`src/rtl/iter_seq_ctrl.sv`:
```
// Iteration sequencer: runs an external engine for a programmable number of passes
// (start, wait for done, write result, shift), with an engine timeout and abort.
module iter_seq_ctrl #(
    parameter int CW       = 4,
    parameter int DEF_ITER = 8,
    parameter int TO_W     = 8,
    parameter int TIMEOUT  = 200
) (
    input  logic          clk,
    input  logic          rst,
    input  logic          start,
    input  logic          abort,
    input  logic [CW-1:0] iter_n,
    input  logic          eng_done,
    output logic          done,
    output logic          busy,
    output logic          clr,
    output logic          ld,
    output logic          ui_reg_ld,
    output logic          eng_start,
    output logic          wr_reg,
    output logic          sh_en,
    output logic [CW-1:0] idx,
    output logic          err
);

    typedef enum logic [2:0] {
        S_IDLE  = 3'd0,
        S_ARM   = 3'd1,
        S_LOAD  = 3'd2,
        S_START = 3'd3,
        S_WAIT  = 3'd4,
        S_WRITE = 3'd5,
        S_SHIFT = 3'd6
    } state_t;

    localparam logic [CW-1:0]   DEF_LIMIT = CW'(DEF_ITER);
    localparam logic [TO_W-1:0] TMO_LAST  = TO_W'(TIMEOUT - 1);

    state_t          state_q, state_d;
    logic [CW-1:0]   idx_q, idx_d;
    logic [CW-1:0]   limit_q, limit_d;
    logic            err_q, err_d;
    logic [TO_W-1:0] tmo_q, tmo_d;

    // NOTE: async reset covers every flop; there is no memory array here to exclude.
    always_ff @(posedge clk or posedge rst) begin
        if (rst) begin
            state_q <= S_IDLE;
            idx_q   <= '0;
            limit_q <= DEF_LIMIT;
            err_q   <= 1'b0;
            tmo_q   <= '0;
        end else begin
            state_q <= state_d;
            idx_q   <= idx_d;
            limit_q <= limit_d;
            err_q   <= err_d;
            tmo_q   <= tmo_d;
        end
    end

    // NOTE: every variable gets a default first so no path through the case infers a latch.
    always_comb begin
        state_d   = state_q;
        idx_d     = idx_q;
        limit_d   = limit_q;
        err_d     = err_q;
        tmo_d     = tmo_q;
        done      = 1'b0;
        clr       = 1'b0;
        ld        = 1'b0;
        ui_reg_ld = 1'b0;
        eng_start = 1'b0;
        wr_reg    = 1'b0;
        sh_en     = 1'b0;

        case (state_q)
            S_IDLE: begin
                done = 1'b1;
                if (start) state_d = S_ARM;
            end
            S_ARM: begin
                clr     = 1'b1;
                idx_d   = '0;
                err_d   = 1'b0;
                limit_d = (iter_n == '0) ? DEF_LIMIT : iter_n;
                if (!start) state_d = S_LOAD;
            end
            S_LOAD: begin
                ld        = 1'b1;
                ui_reg_ld = 1'b1;
                state_d   = S_START;
            end
            S_START: begin
                eng_start = 1'b1;
                tmo_d     = '0;
                state_d   = S_WAIT;
            end
            S_WAIT: begin
                if (eng_done) begin
                    state_d = S_WRITE;
                end else begin
                    tmo_d = tmo_q + TO_W'(1);
                    if ((TIMEOUT != 0) && (tmo_q == TMO_LAST)) begin
                        state_d = S_IDLE;
                        err_d   = 1'b1;
                    end
                end
            end
            S_WRITE: begin
                wr_reg = 1'b1;
                if (idx_q == limit_q - CW'(1)) begin
                    state_d = S_IDLE;
                end else begin
                    idx_d   = idx_q + CW'(1);
                    state_d = S_SHIFT;
                end
            end
            S_SHIFT: begin
                sh_en   = 1'b1;
                state_d = S_START;
            end
            default: state_d = S_IDLE;
        endcase

        // Abort freezes all bookkeeping so idx/err reflect the point of cancellation.
        if (abort && (state_q != S_IDLE)) begin
            state_d = S_IDLE;
            idx_d   = idx_q;
            limit_d = limit_q;
            err_d   = err_q;
            tmo_d   = tmo_q;
        end
    end

    assign busy = ~done;
    assign idx  = idx_q;
    assign err  = err_q;

endmodule

```
`config.mk`:
```
export PLATFORM = sky130hd
export DESIGN_NAME = iter_seq_ctrl
export DESIGN_NICKNAME = d
export VERILOG_FILES = /design/src/rtl/iter_seq_ctrl.sv
export SDC_FILE = /design/constraint.sdc
export NUM_CORES = 1
export LEC_CHECK = 0
export ABC_AREA = 1
export CAP_MARGIN = 10
export CORE_ASPECT_RATIO = 1.4
export CORE_MARGIN = 2
export CORE_UTILIZATION = 52
export DETAILED_ROUTE_END_ITERATION = 16
export GPL_TIMING_DRIVEN = 0
export PLACE_DENSITY = 0.82
export SYNTH_ARGS = -nofsm -noshare
export SYNTH_HDL_FRONTEND = slang
export SYNTH_SLANG_ARGS = --single-unit
```
`constraint.sdc`:
```
create_clock -name clk -period 1.8 [get_ports clk]
set_input_delay 0.36 -clock clk [delete_from_list [all_inputs] [get_ports clk]]
set_output_delay 0.36 -clock clk [all_outputs]
set_load 0.05 [all_outputs]
```
==> results of run 1 <==
-- metal layers --
| layer | up-vias | GRT usage | wire length, um |
|---|---|---|---|
| met5 | - | 0 | 0 |
| met4 | 0 | 0.1213 | 100 |
| met1 | 592 | 0.2570 | 1129 |
| li1 | 617 | - | - |
| met2 | 37 | 0.4437 | 1668 |
| met3 | 14 | 0.03198 | 110 |
-- flip-flops by register name (all words and copies together), names as in the netlist --
register  flops
tmo_q         8
idx           4
limit_q       4
state_q       3
err           1
-- cells by family after synthesis --
family / count (synthesis)
flip-flops: 20
AO/OA/AOI/OAI: 19
AND/OR/NAND/NOR: 97
buffers and inverters: 29
XOR/XNOR: 8
adder cells (fa/ha/maj): 3
-- where the power goes --
group / switching [W] / internal (W)
registers: 0.000155 / 0.000602
logic: 0.000898 / 0.000446
clock network: 0.000150 / 0.000225
-- per-stage QoR --
| step | instance area (um^2) | setup TNS (ps) |
|---|---|---|
| floorplan | 1267 | 0 |
| global placement | 1506 | -1064 |
| detailed placement | 1506 | -1262 |
| CTS | 1534 | 0 |
| global route | 1569 | -29.78 |
| finish | 1569 | 0 |
-- path summary, 6_finish.rpt --
path | slack (ps) | start | cells after the start | endpoint
max in group asynchronous | 790 | rst | 2 | state_q[1]
min in group clk | 510 | limit_q[3] | 2 | limit_q[3]
setup reg to reg | 220 | limit_q[0] | 9 | idx[2]
setup / recovery | 10 | state_q[0] | 4 | ld
hold / removal | 470 | rst | 2 | limit_q[1]
hold reg to reg | 510 | limit_q[3] | 2 | limit_q[3]
-- critical path: cells and delay by family (launching register included) --
kind | cells | cell delay, ps
flops | 1 | 480
buf+inv | 2 | 370
simple gates | 2 | 260
-- area by class of cell --
type | instances | area (um^2) | share of cell area
tap | 23 | 28.78 | 0.01834
timing repair buffer | 23 | 209.0 | 0.1332
multi-input combinational | 127 | 658.1 | 0.4195
sequential | 20 | 505.5 | 0.3222
inverter | 28 | 107.6 | 0.06858
clock buffer | 3 | 22.52 | 0.01435
buffer | 1 | 7.507 | 0.004785
clock inverter | 1 | 30.03 | 0.01914
-- repair_timing --
item | CTS | global route
setup endpoints to repair | 13 | 4
pin swaps | 0 | 1
hold endpoints to repair | 0 | 0
buffers inserted | 0 | 2
resized for setup | 50 | 7
-- placed cells by master (no fill, tap or decap), drive strengths merged --
cell,instances
a21oi,5
clkbuf,4
a21o,1
dfstp,1
dlygate4sd2,5
nor4,1
clkdlybuf4s15,1
nor2,18
bufinv,1
buf,9
clkdlybuf4s50,8
nand4,6
nand2,56
ha,3
nor3,5
inv,28
nand3,11
o21ai,11
xnor2,1
xor2,7
o31ai,2
dfrtp,19
==> results.py, run 1 <==
metrics = {
    "place": {
        "post-place-ws_ps": -277.9,
        "finalWeightedCongestion": 0.9136,
        "port-buffer-count": 21,
        "hpwl_um": 2280,
        "dp_cells": 220,
    },
    "worst_setup_path": {
        "cpPeakStageDelay_ps": 480,
        "cp.arrival_ps": 1430,
        "critPathLaunchType": "register",
        "crit_required_ps": 1440,
        "critPathKind": "reg2out",
        "cp_cell_sequence": "inv_2, nand2_1, nor2_2, buf_2",
        "endpoint_kind": "primary output",
        "path_max_fanout": 5,
        "slowest_stage": "dfrtp_2",
    },
    "synthesis": {
        "synth_area_leaders": "dfrtp_1 38%, nand2_1 16%, inv_1 6.9%, xor2_1 4.9%, nor2_1 4.5%",
        "synth.avg_cell_area_um2": 7.152,
        "ys_ff_latch": 20,
        "syn_inst": 176,
        "ys_async_sr_fraction": 1.000,
        "synth_xor_area_frac": 0.05567,
        "synth_top_family_by_area": "simple AND/OR/NAND/NOR gates",
        "yosysTopAreaCell": "dfrtp_1",
        "netlist_top_cells_count": "54 x nand2_1, 23 x inv_1, 19 x dfrtp_1",
        "synthMuxAreaShare": 0,
        "synth_edf_count": 0,
        "synth_most_common_cell": "nand2_1",
        "synthFlopType": "dfrtp_1",
        "synth_area_mm2": 0.001259,
        "synth_fp_nets": 188,
        "synth_compound_area_frac": 0.08549,
        "synth_adder_area_share": 0.02982,
        "synthSimpleGateAreaFrac": 0.3410,
        "synth_largest_type_area_fraction": 0.3777,
        "yosysUniqueCellTypes": 25,
        "yosys_warnings": 0,
        "ys_seq_area_frac": 0.3986,
    },
    "timing": {
        "maxSlewViolCount": 0,
        "hold_viol": 0,
        "finClkSkew_ps": 4.781,
        "fin_ws_ps": 14.23,
        "slew_headroom": 0.4791,
        "timing.fmax_mhz": 560.0,
        "timing.hold.ws_ps": 470.4,
        "fin_crit_sh": 0.9921,
        "tightest_slew_ps": 780.4,
        "period_minus_slack_ps": 1786,
        "setup-violations-final": 0,
    },
    "detailed_routing": {
        "avgViaCountPerCell": 5.575,
        "vias": 1260,
        "drt_iter0_markers": 45,
        "drt-total-wl_um": 3009,
        "final_antenna_net_count": 0,
        "drt-pass1-iter-count": 4,
        "avgRoutedWirePerCell_um": 13.31,
        "drc": 0,
    },
    "global_route": {
        "overflow": 0,
        "grt_max_degree": 21,
        "grt_pass1_wl_um": 5264,
        "first_global_vias": 1289,
        "grt.total_usage": 0.2457,
        "antenna_found_initial": 0,
    },
    "clock_tree": {
        "numCtsBuffers": 3,
        "clk_pin_slew_worst_paths_ps": 120,
        "worstSkewPairLatency_ps": 320,
        "clock-sinks": 20,
        "hold_buffers": 0,
        "cts_root_buffer": "clkbuf_4",
        "cts_tree": "done",
        "clock_path_buffers": 2,
        "htreeDepth": 1,
    },
    "floorplan": {
        "coreArea_mm2": 0.002338,
        "io_pins": 22,
        "dieArea_mm2": 0.002836,
        "die_w_um": 45.58,
        "fp.dieH_um": 62.22,
        "initial_core_util": 0.5383,
        "core.rowCount": 21,
    },
    "pwr": {
        "power_leakage_nw": 0.8260,
        "vdd_drop_max_v": 0.001099,
        "total_power_w": 0.002476,
        "power_density_mw_per_mm2": 1578,
    },
    "flow_run": {
        "drv_cap": 0,
    },
    "layout": {
        "area_growth_pct": 24.65,
        "diodes": 0,
        "fill_cells": 197,
        "instances_no_fill": 226,
        "drive_gt1_frac": 0.1576,
        "fin_nets": 216,
        "postLayoutCoreUtil": 0.6709,
    },
    "min_path": {
        "hold_path.class": "in2async",
    },
    "run_status": {
        "outcome": "complete, no violations",
    },
}
(Power assumes the default switching activity.)
==> run 2: changes to the inputs <==
--- a/config.mk
+++ b/config.mk
@@ -6,7 +6,7 @@
 export NUM_CORES = 1
 export LEC_CHECK = 0
 export ABC_AREA = 1
-export CAP_MARGIN = 10
+export CAP_MARGIN = 5
 export CORE_ASPECT_RATIO = 1.4
 export CORE_MARGIN = 2
 export CORE_UTILIZATION = 52
@@ -16,3 +16,4 @@
 export SYNTH_ARGS = -nofsm -noshare
 export SYNTH_HDL_FRONTEND = slang
 export SYNTH_SLANG_ARGS = --single-unit
+export TNS_END_PERCENT = 30
==> run 2 against run 1 <==
- cell count fell by 0.88%
- count of clock-buffer cells in the layout rose by 1
- sequential share of layout area rose by 0.90 points
- sequential power rose by 0.7%
- power fell by 8.5%
- global-route usage fell by 0.64 points
- sequential cell count did not move
- setup slack improved by 34 ps
- die area did not move
- clock power fell by 38%
- critical path depth did not move
- largest cell class unchanged
- highest routed layer unchanged
==> results.py, run 2 (same netlist as run 1, synthesis figures left out) <==
metrics = {
    "place": {
        "hpwl_um": 2223,
        "post-place-ws_ps": -285.3,
        "port-buffer-count": 21,
        "finalWeightedCongestion": 0.8826,
    },
    "layout": {
        "regMostFlops": "tmo_q",
        "area_growth_pct": 21.27,
        "largest_reg_flops": 8,
        "fin_nets": 214,
        "postLayoutCoreUtil": 0.6528,
        "diodes": 0,
        "drive_gt1_frac": 0.1443,
        "final_common_cell": "nand2_1",
        "most-common-layout-cells": "54 x nand2_1, 23 x inv_1, 16 x dfrtp_1",
    },
    "detailed_routing": {
        "drc": 0,
        "avgViaCountPerCell": 5.420,
        "drt_iter0_markers": 29,
        "drt-total-wl_um": 2967,
        "drt-pass1-iter-count": 4,
        "final_antenna_net_count": 0,
        "avgRoutedWirePerCell_um": 13.25,
        "vias": 1214,
    },
    "clock_tree": {
        "numCtsBuffers": 3,
        "htreeDepth": 1,
        "cts_tree": "done",
        "clk_pin_slew_worst_paths_ps": 120,
        "worstSkewPairLatency_ps": 310,
        "cts_root_buffer": "clkbuf_4",
        "clock-sinks": 20,
        "clock_path_buffers": 2,
    },
    "worst_setup_path": {
        "path_max_fanout": 6,
        "cp.arrival_ps": 1390,
        "r2r-end": "idx[3]",
        "endpoint_kind": "primary output",
        "r2r-start": "limit_q[0]",
        "critPathLaunchType": "register",
        "crit_required_ps": 1440,
        "critPathKind": "reg2out",
        "reg2reg_depth": 9,
        "r2r_slack_ps": 190,
    },
    "run_status": {
        "outcome": "complete, no violations",
    },
    "floorplan": {
        "dieArea_mm2": 0.002836,
        "core.rowCount": 21,
        "coreArea_mm2": 0.002338,
        "io_pins": 22,
        "initial_core_util": 0.5383,
        "fp.dieH_um": 62.22,
        "die_w_um": 45.58,
    },
    "pwr": {
        "total_power_w": 0.002266,
        "power_leakage_nw": 0.7972,
        "vdd_drop_max_v": 0.0009832,
        "power_density_mw_per_mm2": 1485,
    },
    "timing": {
        "tightest_slew_ps": 770.1,
        "period_minus_slack_ps": 1752,
        "fin_ws_ps": 48.25,
        "finClkSkew_ps": 6.808,
        "maxSlewViolCount": 0,
        "hold_viol": 0,
        "slew_headroom": 0.4860,
        "fin_setup_tns_ps": 0,
        "timing.fmax_mhz": 570.9,
        "fin_crit_sh": 0.9732,
        "setup-violations-final": 0,
        "rsz0062_at_grt": "yes",
    },
    "global_route": {
        "overflow": 0,
        "grt.total_usage": 0.2394,
        "grt_max_degree": 21,
        "grt_pass1_wl_um": 5154,
        "antenna_found_initial": 0,
        "first_global_vias": 1270,
    },
    "min_path": {
        "hold_path.class": "in2async",
    },
    "flow_run": {
        "drv_cap": 0,
    },
}
-- run 2: stage by stage --
step	area, um^2	cells	hold WS (ps)
floorplan	1265	176	323.1
global placement	1504	220	468.1
detailed placement	1504	220	482.4
CTS	1520	224	498.2
global route	1526	224	532.4
finish	1526	224	472.7
-- run 2: worst max-delay path by stage --
| stage | from | end | slack (ps) | depth (start not counted) |
|---|---|---|---|---|
| after floorplan | state_q[0] | ui_reg_ld | -170 | 4 |
| after CTS | state_q[1] | busy | -100 | 3 |
| after global placement | state_q[0] | wr_reg | -270 | 5 |
| after global routing | state_q[1] | wr_reg | -20 | 4 |
| after detailed placement | state_q[0] | wr_reg | -290 | 5 |
| final | state_q[1] | wr_reg | 50 | 4 |
-- run 2: critical path, stage by stage (launching register included) --
cell and delay [ps]:
dfrtp_2 480, nor2_2 160, inv_1 110, nor2_4 150, buf_6 180
-- run 2: area by class of cell --
cell class | count | area, um^2
multi-input combinational | 127 | 658.1
timing repair buffer | 21 | 192.7
fill | 215 | 812.0
clock buffer | 4 | 26.28
buffer | 1 | 7.507
sequential | 20 | 505.5
inverter | 28 | 107.6
tap | 23 | 28.78
-- run 2: metal layers --
layer  track usage  vias to the layer above  part of all wire
met2        0.4366                       33              0.57
met4       0.08456                        0             0.012
li1              -                      612                 -
met3       0.03488                        4             0.033
met1        0.2603                      565              0.38
met5             0                        -                 0
-- run 2: what timing repair did --
action,in CTS,in global routing
setup buffers,0,0
gates resized for setup,43,13
hold buffers,0,0
pin swaps,0,0
endpoints found under the hold margin,0,0
endpoints found under the setup margin,13,7
-- run 2: power by group --
part	internal (W)	switching, W	leakage, nW	total (W)
Combinational	0.000393	0.000880	0.524	0.00127
Sequential	0.000602	0.000159	0.258	0.000762
Clock	0.0000866	0.000146	0.0150	0.000232
Total	0.00108	0.00118	0.797	0.00227
==> run 3: changes to the inputs <==
--- a/config.mk
+++ b/config.mk
@@ -12,6 +12,7 @@
 export CORE_UTILIZATION = 52
 export DETAILED_ROUTE_END_ITERATION = 16
 export GPL_TIMING_DRIVEN = 0
+export HOLD_SLACK_MARGIN = 0.02
 export PLACE_DENSITY = 0.82
 export SYNTH_ARGS = -nofsm -noshare
 export SYNTH_HDL_FRONTEND = slang
==> results of run 3 <==
Same layout as run 2: the final DEF is identical, and so are final timing and power.
